===== src/rtl/pipe_phy_handshake_rsp.sv =====
// PHY-side responder for PIPE power_down / rate / receiver-detect handshakes.
// Optional protocol checker on proto_err is built only when PIPE_HS_CHECK_EN is defined.
module pipe_phy_handshake_rsp #(
    parameter int RESET_DLY = 16,
    parameter int PD_DLY    = 8,
    parameter int RATE_DLY  = 12,
    parameter int DET_DLY   = 20
) (
    input  logic       clk,
    input  logic       reset,
    input  logic [3:0] power_down,
    input  logic [3:0] rate,
    input  logic       tx_detect_rx,
    input  logic       rx_present,
    output logic       phy_status,
    output logic [2:0] rx_status,
    output logic       rx_elec_idle,
    output logic [3:0] cur_power_down,
    output logic [3:0] cur_rate,
    output logic       busy,
    output logic       proto_err
);

    typedef enum logic [2:0] {
        RST_WAIT,
        IDLE,
        PD_CHG,
        RATE_CHG,
        DETECT,
        ACK
    } state_t;

    state_t     state_q;
    logic [7:0] cnt_q;
    logic [7:0] cnt_lim_d;
    logic [3:0] target_q;
    logic       phy_status_q;
    logic [2:0] rx_status_q;
    logic       elec_idle_q;
    logic [3:0] cur_pd_q;
    logic [3:0] cur_rate_q;
    logic       busy_q;
    logic       det_armed_q;

    always_comb begin
        cnt_lim_d = 8'(PD_DLY);
        case (state_q)
            RATE_CHG: cnt_lim_d = 8'(RATE_DLY);
            DETECT:   cnt_lim_d = 8'(DET_DLY);
            default:  cnt_lim_d = 8'(PD_DLY);
        endcase
    end

    always_ff @(posedge clk or posedge reset) begin
        if (reset) begin
            state_q      <= RST_WAIT;
            cnt_q        <= 8'd0;
            target_q     <= 4'd0;
            phy_status_q <= 1'b1;
            rx_status_q  <= 3'b000;
            elec_idle_q  <= 1'b1;
            cur_pd_q     <= 4'd2;
            cur_rate_q   <= 4'd0;
            busy_q       <= 1'b1;
            det_armed_q  <= 1'b1;
        end else begin
            // A low request re-arms detection; the detect ack below may clear it.
            if (!tx_detect_rx) begin
                det_armed_q <= 1'b1;
            end
            case (state_q)
                RST_WAIT: begin
                    if (cnt_q == 8'(RESET_DLY - 1)) begin
                        cnt_q        <= 8'd0;
                        phy_status_q <= 1'b0;
                        busy_q       <= 1'b0;
                        state_q      <= IDLE;
                    end else begin
                        cnt_q <= cnt_q + 8'd1;
                    end
                end
                IDLE: begin
                    cnt_q <= 8'd0;
                    if (power_down != cur_pd_q) begin
                        target_q <= power_down;
                        busy_q   <= 1'b1;
                        state_q  <= PD_CHG;
                    end else if (rate != cur_rate_q) begin
                        target_q <= rate;
                        busy_q   <= 1'b1;
                        state_q  <= RATE_CHG;
                    end else if (cur_pd_q == 4'd2 && tx_detect_rx && det_armed_q) begin
                        busy_q  <= 1'b1;
                        state_q <= DETECT;
                    end
                end
                PD_CHG, RATE_CHG, DETECT: begin
                    if (cnt_q == cnt_lim_d) begin
                        phy_status_q <= 1'b1;
                        state_q      <= ACK;
                        if (state_q == PD_CHG) begin
                            cur_pd_q    <= target_q;
                            elec_idle_q <= (target_q != 4'd0);
                        end else if (state_q == RATE_CHG) begin
                            cur_rate_q <= target_q;
                        end else begin
                            rx_status_q <= {1'b0, rx_present, rx_present};
                            if (tx_detect_rx) begin
                                det_armed_q <= 1'b0;
                            end
                        end
                    end else begin
                        cnt_q <= cnt_q + 8'd1;
                    end
                end
                ACK: begin
                    phy_status_q <= 1'b0;
                    rx_status_q  <= 3'b000;
                    busy_q       <= 1'b0;
                    state_q      <= IDLE;
                end
                default: begin
                    state_q <= RST_WAIT;
                end
            endcase
        end
    end

    assign phy_status     = phy_status_q;
    assign rx_status      = rx_status_q;
    assign rx_elec_idle   = elec_idle_q;
    assign cur_power_down = cur_pd_q;
    assign cur_rate       = cur_rate_q;
    assign busy           = busy_q;

`ifdef PIPE_HS_CHECK_EN
    logic [3:0] pd_prev_q;
    logic [3:0] rate_prev_q;
    logic       err_q;
    logic       viol_d;

    always_comb begin
        viol_d = (tx_detect_rx && cur_pd_q != 4'd2)
              || (busy_q && (power_down != pd_prev_q || rate != rate_prev_q))
              || (state_q == IDLE && power_down > 4'd3);
    end

    always_ff @(posedge clk or posedge reset) begin
        if (reset) begin
            pd_prev_q   <= 4'd2;
            rate_prev_q <= 4'd0;
            err_q       <= 1'b0;
        end else begin
            pd_prev_q   <= power_down;
            rate_prev_q <= rate;
            if (viol_d) begin
                err_q <= 1'b1;
            end
        end
    end

    assign proto_err = err_q;
`else
    assign proto_err = 1'b0;
`endif

endmodule

===== config.mk =====
export PLATFORM = sky130hd
export DESIGN_NAME = pipe_phy_handshake_rsp
export DESIGN_NICKNAME = d
export VERILOG_FILES = /design/src/rtl/pipe_phy_handshake_rsp.sv
export SDC_FILE = /design/constraint.sdc
export NUM_CORES = 1
export LEC_CHECK = 0
export BUFFER_PORTS_ARGS = -buffer_cell sky130_fd_sc_hd__buf_4
export CORE_ASPECT_RATIO = 0.75
export CORE_MARGIN = 2
export CORE_UTILIZATION = 41
export DETAILED_ROUTE_END_ITERATION = 12
export PLACE_DENSITY = 0.68
export SLEW_MARGIN = 10
export SYNTH_ARGS = -nofsm -noshare
export SYNTH_HDL_FRONTEND = slang
export SYNTH_SLANG_ARGS = --single-unit

===== constraint.sdc =====
create_clock -name clk -period 2.6 [get_ports clk]
set_input_delay 0.13 -clock clk [delete_from_list [all_inputs] [get_ports clk]]
set_output_delay 0.13 -clock clk [all_outputs]
set_load 0.005 [all_outputs]

==> results of run 1 <==
==> flip-flops by register name, indices dropped and copies added, names as in the netlist <==
signal,count
busy,1
cur_rate,4
cnt_q,8
phy_status,1
det_armed_q,1
target_q,4
rx_status,1
rx_elec_idle,1
cur_power_down,4
state_q,3
==> routing by layer <==
metal	up-vias	part of all wire [%]
li1	705	-
met1	678	53
met2	52	40
met3	4	6.2
met4	0	0.82
met5	-	0
==> cells in the final DEF (no fill, tap or decap), types with 5 or more instances in the layout <==
master / count
buf_4: 30
dfrtp_1: 23
nand2_1: 19
o21ai_0: 13
mux2_2: 11
mux2i_1: 10
xnor2_1: 9
inv_1: 7
nand4_1: 6
nor3_1: 5
nand2b_1: 5
dfstp_2: 5
==> what timing repair did <==
item / in CTS / in global routing
hold buffers: 1 / 0
gates resized for setup: 0 / 0
setup endpoints to repair: 0 / 0
hold endpoints to repair: 1 / 0
==> layout make-up <==
cell class,count,share of cell area [%]
multi-input cells,134,47.4
flip-flops and latches,28,34.2
repair buffers,31,11.4
well taps,55,3.33
clock buffers,4,2.18
inverters,8,1.45
==> worst paths after layout <==
kind | cells after the start | slack, ps | endpoint
worst min register to register | 2 | 480 | phy_status
min in group clk | 3 | 160 | target_q[2]
worst min-delay path | 2 | 70 | state_q[0]
worst max-delay path | 5 | 250 | cur_power_down[2]
max in group asynchronous | 3 | 1850 | busy
worst max register to register | 5 | 250 | cur_power_down[2]
==> cells by family (layout without fill, tap and decap cells) <==
| family | Yosys count | in the layout | synth area share, % |
|---|---|---|---|
| multiplexers | 21 | 21 | 12.8 |
| AO/OA/AOI/OAI | 37 | 37 | 14.7 |
| other | 1 | 2 | 0.214 |
| XOR/XNOR | 9 | 9 | 4.50 |
| AND/OR/NAND/NOR | 63 | 63 | 22.0 |
| adder cells (fa/ha/maj) | 2 | 2 | 1.43 |
| flip-flops | 28 | 28 | 40.3 |
| buffers and inverters | 16 | 43 | 4.07 |
==> metrics by stage <==
step	hold WS, ps	instance area (um2)	setup WS, ps	power, W	util, %
after floorplan	169	1760	597	0.00134	-
after global placement	269	2010	338	0.00163	49.3
after CTS	114	2060	277	0.00188	50.6
after global routing	165	2060	115	0.00202	50.6
final	68.9	2060	253	0.00188	50.6
after detailed placement	270	2010	303	0.00164	49.3
==> power groups by stage <==
| stage | clock network, W | registers (W) | logic [W] |
|---|---|---|---|
| final | 0.000240 | 0.000785 | 0.000851 |
| after global routing | 0.000261 | 0.000813 | 0.000948 |
| after CTS | 0.000249 | 0.000782 | 0.000853 |
| after detailed placement | 0 | 0.000788 | 0.000848 |
| after global placement | 0 | 0.000787 | 0.000840 |
| after floorplan | 0 | 0.000714 | 0.000625 |
==> results_dict.tcl, run 1 <==
set metrics [dict create \
    status "complete, no violations" \
    detail-route-antenna-nets 0 \
    slew_headroom_pct 35.6 \
    vias 1439 \
    numPortBuffers 24 \
    totalWireLength_um 3900 \
    grt_util_all_layers_pct 18.0 \
    postCtsSetupBuffers 0 \
    clockBufferDepth 2 \
    period_needed_ps 2350 \
    dp.cells 255 \
    grt_pass1_wl_um 6610 \
    path_delay_family "simple AND/OR/NAND/NOR gates" \
    drt_iter0_drc 104 \
    wl_per_cell_um 15.0 \
    cp_max_fo 16 \
    end_kind "flip-flop" \
    synth.distinct_cells 50 \
    timing.fmax_mhz 426 \
    worstSetupPathType "flip-flop to flip-flop" \
    crit_chain "nand4bb_1 > o2bb2ai_1 > nand2_1 > nor4_4 > mux2_2" \
    dp_hpwl_um 3080 \
    initial_utilization_pct 43.0 \
    cap_violations 0 \
    n_fill_cell 395 \
    synth_area_per_cell_um2 9.90 \
    internal_power_w 0.00113 \
    die_area_um2 4820 \
    row_count 20 \
    startpoint_type "flip-flop" \
    multi_input_area_um2 978 \
    totalNegativeSetupSlack_ps 0 \
    ir_drop_v 0.000429 \
    synth_area_leaders "dfrtp_1 33%, dfstp_2 7.5%, mux2_2 7.1%" \
    p_leak_nw 0.906 \
    synth_edf_count 0 \
    clk_pin_slew_ps 90 \
    cp_data_arrival_time_ps 2510 \
    worst_pin_slew_ps 966 \
    power_switching_share_pct 39.9 \
    p_sw_w 0.000748 \
    use_met3_pct 2.68 \
    chipWidth_um 79.5 \
    maxSlewViolCount 0 \
    p_clk_share_pct 12.8 \
    regArea_um2 707 \
    power_frac_seq_pct 41.8 \
    n_antenna_cell 0 \
    nets 220 \
    synth_commonest_cells "23 x dfrtp_1, 19 x nand2_1, 13 x o21ai_0, 11 x mux2_2, 10 x mux2i_1" \
    synth_largest_area_cell "dfrtp_1" \
    yosys.area.top_type_share_pct 32.8 \
    setup_violations 0 \
    skew_ps 9.43 \
    top_usage_layer "met1" \
    clk_latency_ps 280 \
    critPathBufInv 0 \
    synth_most_common_cell "dfrtp_1" \
    grt-ovfl-total 0 \
    synth_ff_type "dfrtp_1" \
    ys_warn_count 0 \
    clock_sinks 28 \
    synthCells 177 \
    slowest_delay_ps 550 \
    final.period_utilization_pct 90.3 \
    die_y_um 60.6 \
    final_layout_size_suffix_gt1_share_pct 27.8 \
    synth_area_um2 1750 \
    async_flop_share_pct 100 \
    power.density_nw_per_um2 909 \
    drc_errors 0 \
    crit_start "state_q[1]" \
    area_growth_pct 17.8 \
    grt_pass1_vias 1294 \
    rsz0062_at_grt "no" \
    finalHoldViolCount 0 \
    crit_slowest_cell "dfrtp_1" \
    cts_tree "built" \
    r2r-start "state_q[1]" \
    avgViaCountPerCell 5.53 \
    yosys_register_bits 28 \
    hp-class "input pin to async pin" \
    grt_start_max_net_pins 28 \
    cts-htree-levels 1 \
    gp_congestion 0.923 \
    use_met1_pct 30.3 \
    seq_area_frac_synth_pct 40.3 \
    root_buffer "clkbuf_8" \
    io_pins 27 \
    grtUsageMet2_pct 23.4 \
    cts_buffers 3 \
    instances_no_fill 260 \
    firstDrtPassIters 4 \
    coreArea_um2 4080 \
    cp.required_ps 2760 \
    grt_antenna_before_repair 0 \
    power_frac_comb_pct 45.4 \
]
No activity file was read; power rests on OpenSTA's default activity.
==> run 2, diff against run 1 <==
Settings changed: CTS_BUF_LIST from default to sky130_fd_sc_hd__clkbuf_4.
==> results_dict.tcl, run 2 (synthesized netlist as in run 1, its figures left out) <==
set metrics [dict create \
    status "finished, violations left" \
    violations "hold timing" \
    internal_power_w 0.00109 \
    layout_common_cells "30 x buf_4, 23 x dfrtp_1, 19 x nand2_1, 13 x o21ai_0, 11 x mux2_2" \
    cts_resized 0 \
    grt_antenna_before_repair 0 \
    die_y_um 60.6 \
    instances_no_fill 260 \
    gp_congestion 0.923 \
    r2r-start "state_q[1]" \
    fin_hold_ws_ps -4.38 \
    totalNegativeSetupSlack_ps 0 \
    slew_headroom_pct 35.5 \
    coreArea_um2 4080 \
    clock_sinks 28 \
    grt_pass1_wl_um 6610 \
    met1_length_um 2130 \
    r2r_slack_ps 240 \
    regArea_um2 707 \
    drt_iter0_drc 119 \
    totalWireLength_um 3890 \
    root_buffer "clkbuf_4" \
    vias 1425 \
    period_needed_ps 2360 \
    die_area_um2 4820 \
    numPortBuffers 24 \
    worst_pin_slew_ps 966 \
    grt_start_max_net_pins 28 \
    maxSlewViolCount 0 \
    cts_hold_buffers 1 \
    wl_met3_um 165 \
    wl_per_cell_um 15.0 \
    power.density_nw_per_um2 894 \
    postCtsSetupBuffers 0 \
    power_switching_share_pct 40.6 \
    n_antenna_cell 0 \
    cp_data_arrival_time_ps 2580 \
    rsz0062_at_grt "no" \
    n_fill_cell 396 \
    final_common_cell "buf_4" \
    dp.cells 255 \
    chipWidth_um 79.5 \
    p_sw_w 0.000744 \
    largest_reg_flops 8 \
    area_growth_pct 16.9 \
    worstSetupPathType "flip-flop to flip-flop" \
    nets 220 \
    clk_latency_ps 330 \
    crit_start "state_q[1]" \
    dp_slack_ps 303 \
    initial_utilization_pct 43.0 \
    firstDrtPassIters 4 \
    finalHoldViolCount 9 \
    end_kind "flip-flop" \
    grt-ovfl-total 0 \
    cts_buffers 3 \
    final.period_utilization_pct 90.7 \
    io_pins 27 \
    routed.top_layer "met4" \
    final_layout_size_suffix_gt1_share_pct 28.3 \
    detail-route-antenna-nets 0 \
    power_frac_comb_pct 46.5 \
    clockBufferDepth 2 \
    timing.fmax_mhz 424 \
    cts-htree-levels 1 \
    avgViaCountPerCell 5.48 \
    ir_drop_v 0.000427 \
    multi_input_area_um2 978 \
    drc_errors 0 \
    cp.required_ps 2830 \
    grt_util_all_layers_pct 18.1 \
    fin_ws_ps 242 \
    wl_met2_um 1560 \
    clk_pin_slew_ps 150 \
    cts_tree "built" \
    power_frac_seq_pct 42.8 \
    row_count 20 \
    p_clk_share_pct 10.7 \
    cp_max_fo 16 \
    dp_hpwl_um 3080 \
    cap_violations 0 \
    p_leak_nw 0.902 \
    setup_violations 0 \
    skew_ps 13.4 \
    largest-register "cnt_q" \
    startpoint_type "flip-flop" \
    grt_pass1_vias 1295 \
    hp-class "input pin to async pin" \
]
## run 2: cell types whose count changed in the layout (fill, tap and decap cells not counted)
| cell | previous run | this run |
|---|---|---|
| clkbuf_1 | 1 | 0 |
| clkbuf_4 | 0 | 4 |
| clkbuf_8 | 3 | 0 |
## run 2: per-layer routing
| metal | GRT usage, % | vias up |
|---|---|---|
| met2 | 23.4 | 43 |
| met4 | 4.43 | 0 |
| met1 | 30.3 | 674 |
| met5 | 0 | - |
| li1 | - | 704 |
| met3 | 3.13 | 4 |
## run 2: path summary, 6_finish.rpt
path | to | cells after the start
hold / removal | state_q[0] | 2
hold reg to reg | phy_status | 2
min in group clk | target_q[2] | 3
max in group asynchronous | busy | 3
setup reg to reg | cur_power_down[2] | 5
setup / recovery | cur_power_down[2] | 5
## run 2: area by class of cell
class	count	share of cell area [%]
multi-input combinational	134	47.7
tap	55	3.36
clock buffer	4	1.47
timing repair buffer	31	11.5
inverter	8	1.47
sequential	28	34.5
## run 2: worst max-delay path, cell delays in order, from the launching register on
cell and delay, ps:
dfrtp_1 570, nand4bb_1 350, o2bb2ai_1 340, nand2_1 180, nor4_4 420, mux2_2 380
## run 2: through the flow
stage | hold WS (ps) | total power [W] | instance area, um2 | util [%]
detailed placement | 270 | 0.00164 | 2010 | 49.3
finish | -4.38 | 0.00183 | 2050 | 50.2
floorplan | 169 | 0.00134 | 1760 | -
CTS | 33.4 | 0.00184 | 2050 | 50.2
global placement | 269 | 0.00163 | 2010 | 49.3
global route | 89.3 | 0.00198 | 2050 | 50.2
## run 2: power by group through the flow
stage | sequential, W | combinational (W) | clock (W)
floorplan | 0.000714 | 0.000625 | 0
global placement | 0.000787 | 0.000840 | 0
detailed placement | 0.000788 | 0.000848 | 0
CTS | 0.000781 | 0.000853 | 0.000205
global route | 0.000812 | 0.000948 | 0.000217
finish | 0.000783 | 0.000852 | 0.000196
==> run 3, diff against run 2 <==
Settings changed: CORE_UTILIZATION 41 to 40, PLACE_DENSITY 0.68 to 0.67.
==> results_dict.tcl, run 3 (synthesized netlist as in run 1, its figures left out) <==
set metrics [dict create \
    status "complete, no violations" \
    coreArea_um2 4130 \
    clk_latency_ps 340 \
    vias 1409 \
    n_antenna_cell 0 \
    drc_errors 0 \
    cts_hold_buffers 1 \
    rsz0062_at_grt "no" \
    totalNegativeSetupSlack_ps 0 \
    place_area_um2 2010 \
    timing.fmax_mhz 423 \
    routed.top_layer "met4" \
    worstSetupPathType "flip-flop to flip-flop" \
    initial_utilization_pct 42.5 \
    period_needed_ps 2360 \
    clk_pin_slew_ps 150 \
    chipWidth_um 80.4 \
    cts-htree-levels 1 \
    wl_met3_um 192 \
    power.density_nw_per_um2 895 \
    n_fill_cell 383 \
    grt_util_all_layers_pct 18.5 \
    grt_antenna_before_repair 0 \
    skew_ps 12.9 \
    cp.required_ps 2840 \
    dp_slack_ps 282 \
    row_count 20 \
    fin_ws_ps 236 \
    drt_iter0_drc 134 \
    clock_sinks 28 \
    startpoint_type "flip-flop" \
    layout_common_cells "30 x buf_4, 23 x dfrtp_1, 19 x nand2_1, 13 x o21ai_0, 11 x mux2_2" \
    p_total_w 0.00183 \
    grt_pass1_vias 1328 \
    wl_met2_um 1570 \
    final_common_cell "buf_4" \
    cap_violations 0 \
    avgViaCountPerCell 5.42 \
    grt_start_max_net_pins 28 \
    wl_per_cell_um 15.2 \
    slew_headroom_pct 34.6 \
    fin_area_um2 2050 \
    ir_drop_v 0.000475 \
    nets 220 \
    area_growth_pct 16.7 \
    clockBufferDepth 2 \
    end_kind "flip-flop" \
    numPortBuffers 24 \
    postCtsSetupBuffers 0 \
    final_layout_size_suffix_gt1_share_pct 27.8 \
    dp_hpwl_um 2990 \
    finalHoldViolCount 0 \
    cts_buffers 3 \
    final.period_utilization_pct 90.9 \
    r2r_slack_ps 240 \
    gp_congestion 0.890 \
    totalWireLength_um 3940 \
    cp_data_arrival_time_ps 2610 \
    r2r-start "state_q[2]" \
    rr_endpoint "cur_power_down[0]" \
    largest-register "cnt_q" \
    grt-ovfl-total 0 \
    detail-route-antenna-nets 0 \
    io_pins 27 \
    maxSlewViolCount 0 \
    p_leak_nw 0.898 \
    largest_reg_flops 8 \
    cp_max_fo 15 \
    worst_pin_slew_ps 980 \
    fin_util_pct 49.5 \
    die_area_um2 4930 \
    cts_resized 0 \
    cts_tree "built" \
    die_y_um 61.3 \
    met1_length_um 2140 \
    grt_pass1_wl_um 6920 \
    firstDrtPassIters 4 \
    hp-class "input pin to async pin" \
    setup_violations 0 \
    worst_r2r_path_depth 5 \
    root_buffer "clkbuf_4" \
]
-- run 3: final cells by class --
| cell class | instances | area, um2 | share of cell area [%] |
|---|---|---|---|
| clock inverters | 1 | 3.75 | 0.183 |
| inverters | 8 | 30.0 | 1.47 |
| clock buffers | 3 | 22.5 | 1.10 |
| repair buffers | 31 | 235 | 11.5 |
| well taps | 55 | 68.8 | 3.36 |
| multi-input cells | 134 | 978 | 47.8 |
| flip-flops and latches | 28 | 707 | 34.6 |
-- run 3: worst max-delay path, stage by stage, from the launching register on --
cell	delay, ps
dfrtp_1	640
and3b_1	240
or3_1	410
and2_4	180
nor4_4	420
mux2_2	380
-- run 3: stage by stage --
step                hold slack [ps]  instances
CTS                            37.1        260
global route                    106        260
floorplan                       169        178
detailed placement              273        255
finish                         3.27        260
global placement                267        255
-- run 3: how the worst max path moves through the flow --
| stage | startpoint | endpoint | slack (ps) | depth (start not counted) |
|---|---|---|---|---|
| 2_1_floorplan | state_q[1] | cur_power_down[0] | 600 | 5 |
| 5_1_grt | state_q[2] | cur_power_down[0] | 130 | 5 |
| 4_1_cts | state_q[2] | cur_power_down[0] | 260 | 5 |
| 3_5_place_dp | state_q[2] | cur_power_down[3] | 280 | 5 |
| 3_3_place_gp | state_q[2] | cur_power_down[0] | 330 | 5 |
| 6_report | state_q[2] | cur_power_down[0] | 240 | 5 |
-- run 3: routing by layer --
metal | GRT usage [%] | vias to the layer above
met3 | 2.93 | 5
met2 | 25.5 | 31
met1 | 30.4 | 671
met4 | 3.63 | 0
met5 | 0 | -
li1 | - | 702
-- run 3: power breakdown --
part | internal [W] | switching [W]
Clock | 0.0000565 | 0.000130
Sequential | 0.000591 | 0.000213
Combinational | 0.000428 | 0.000413
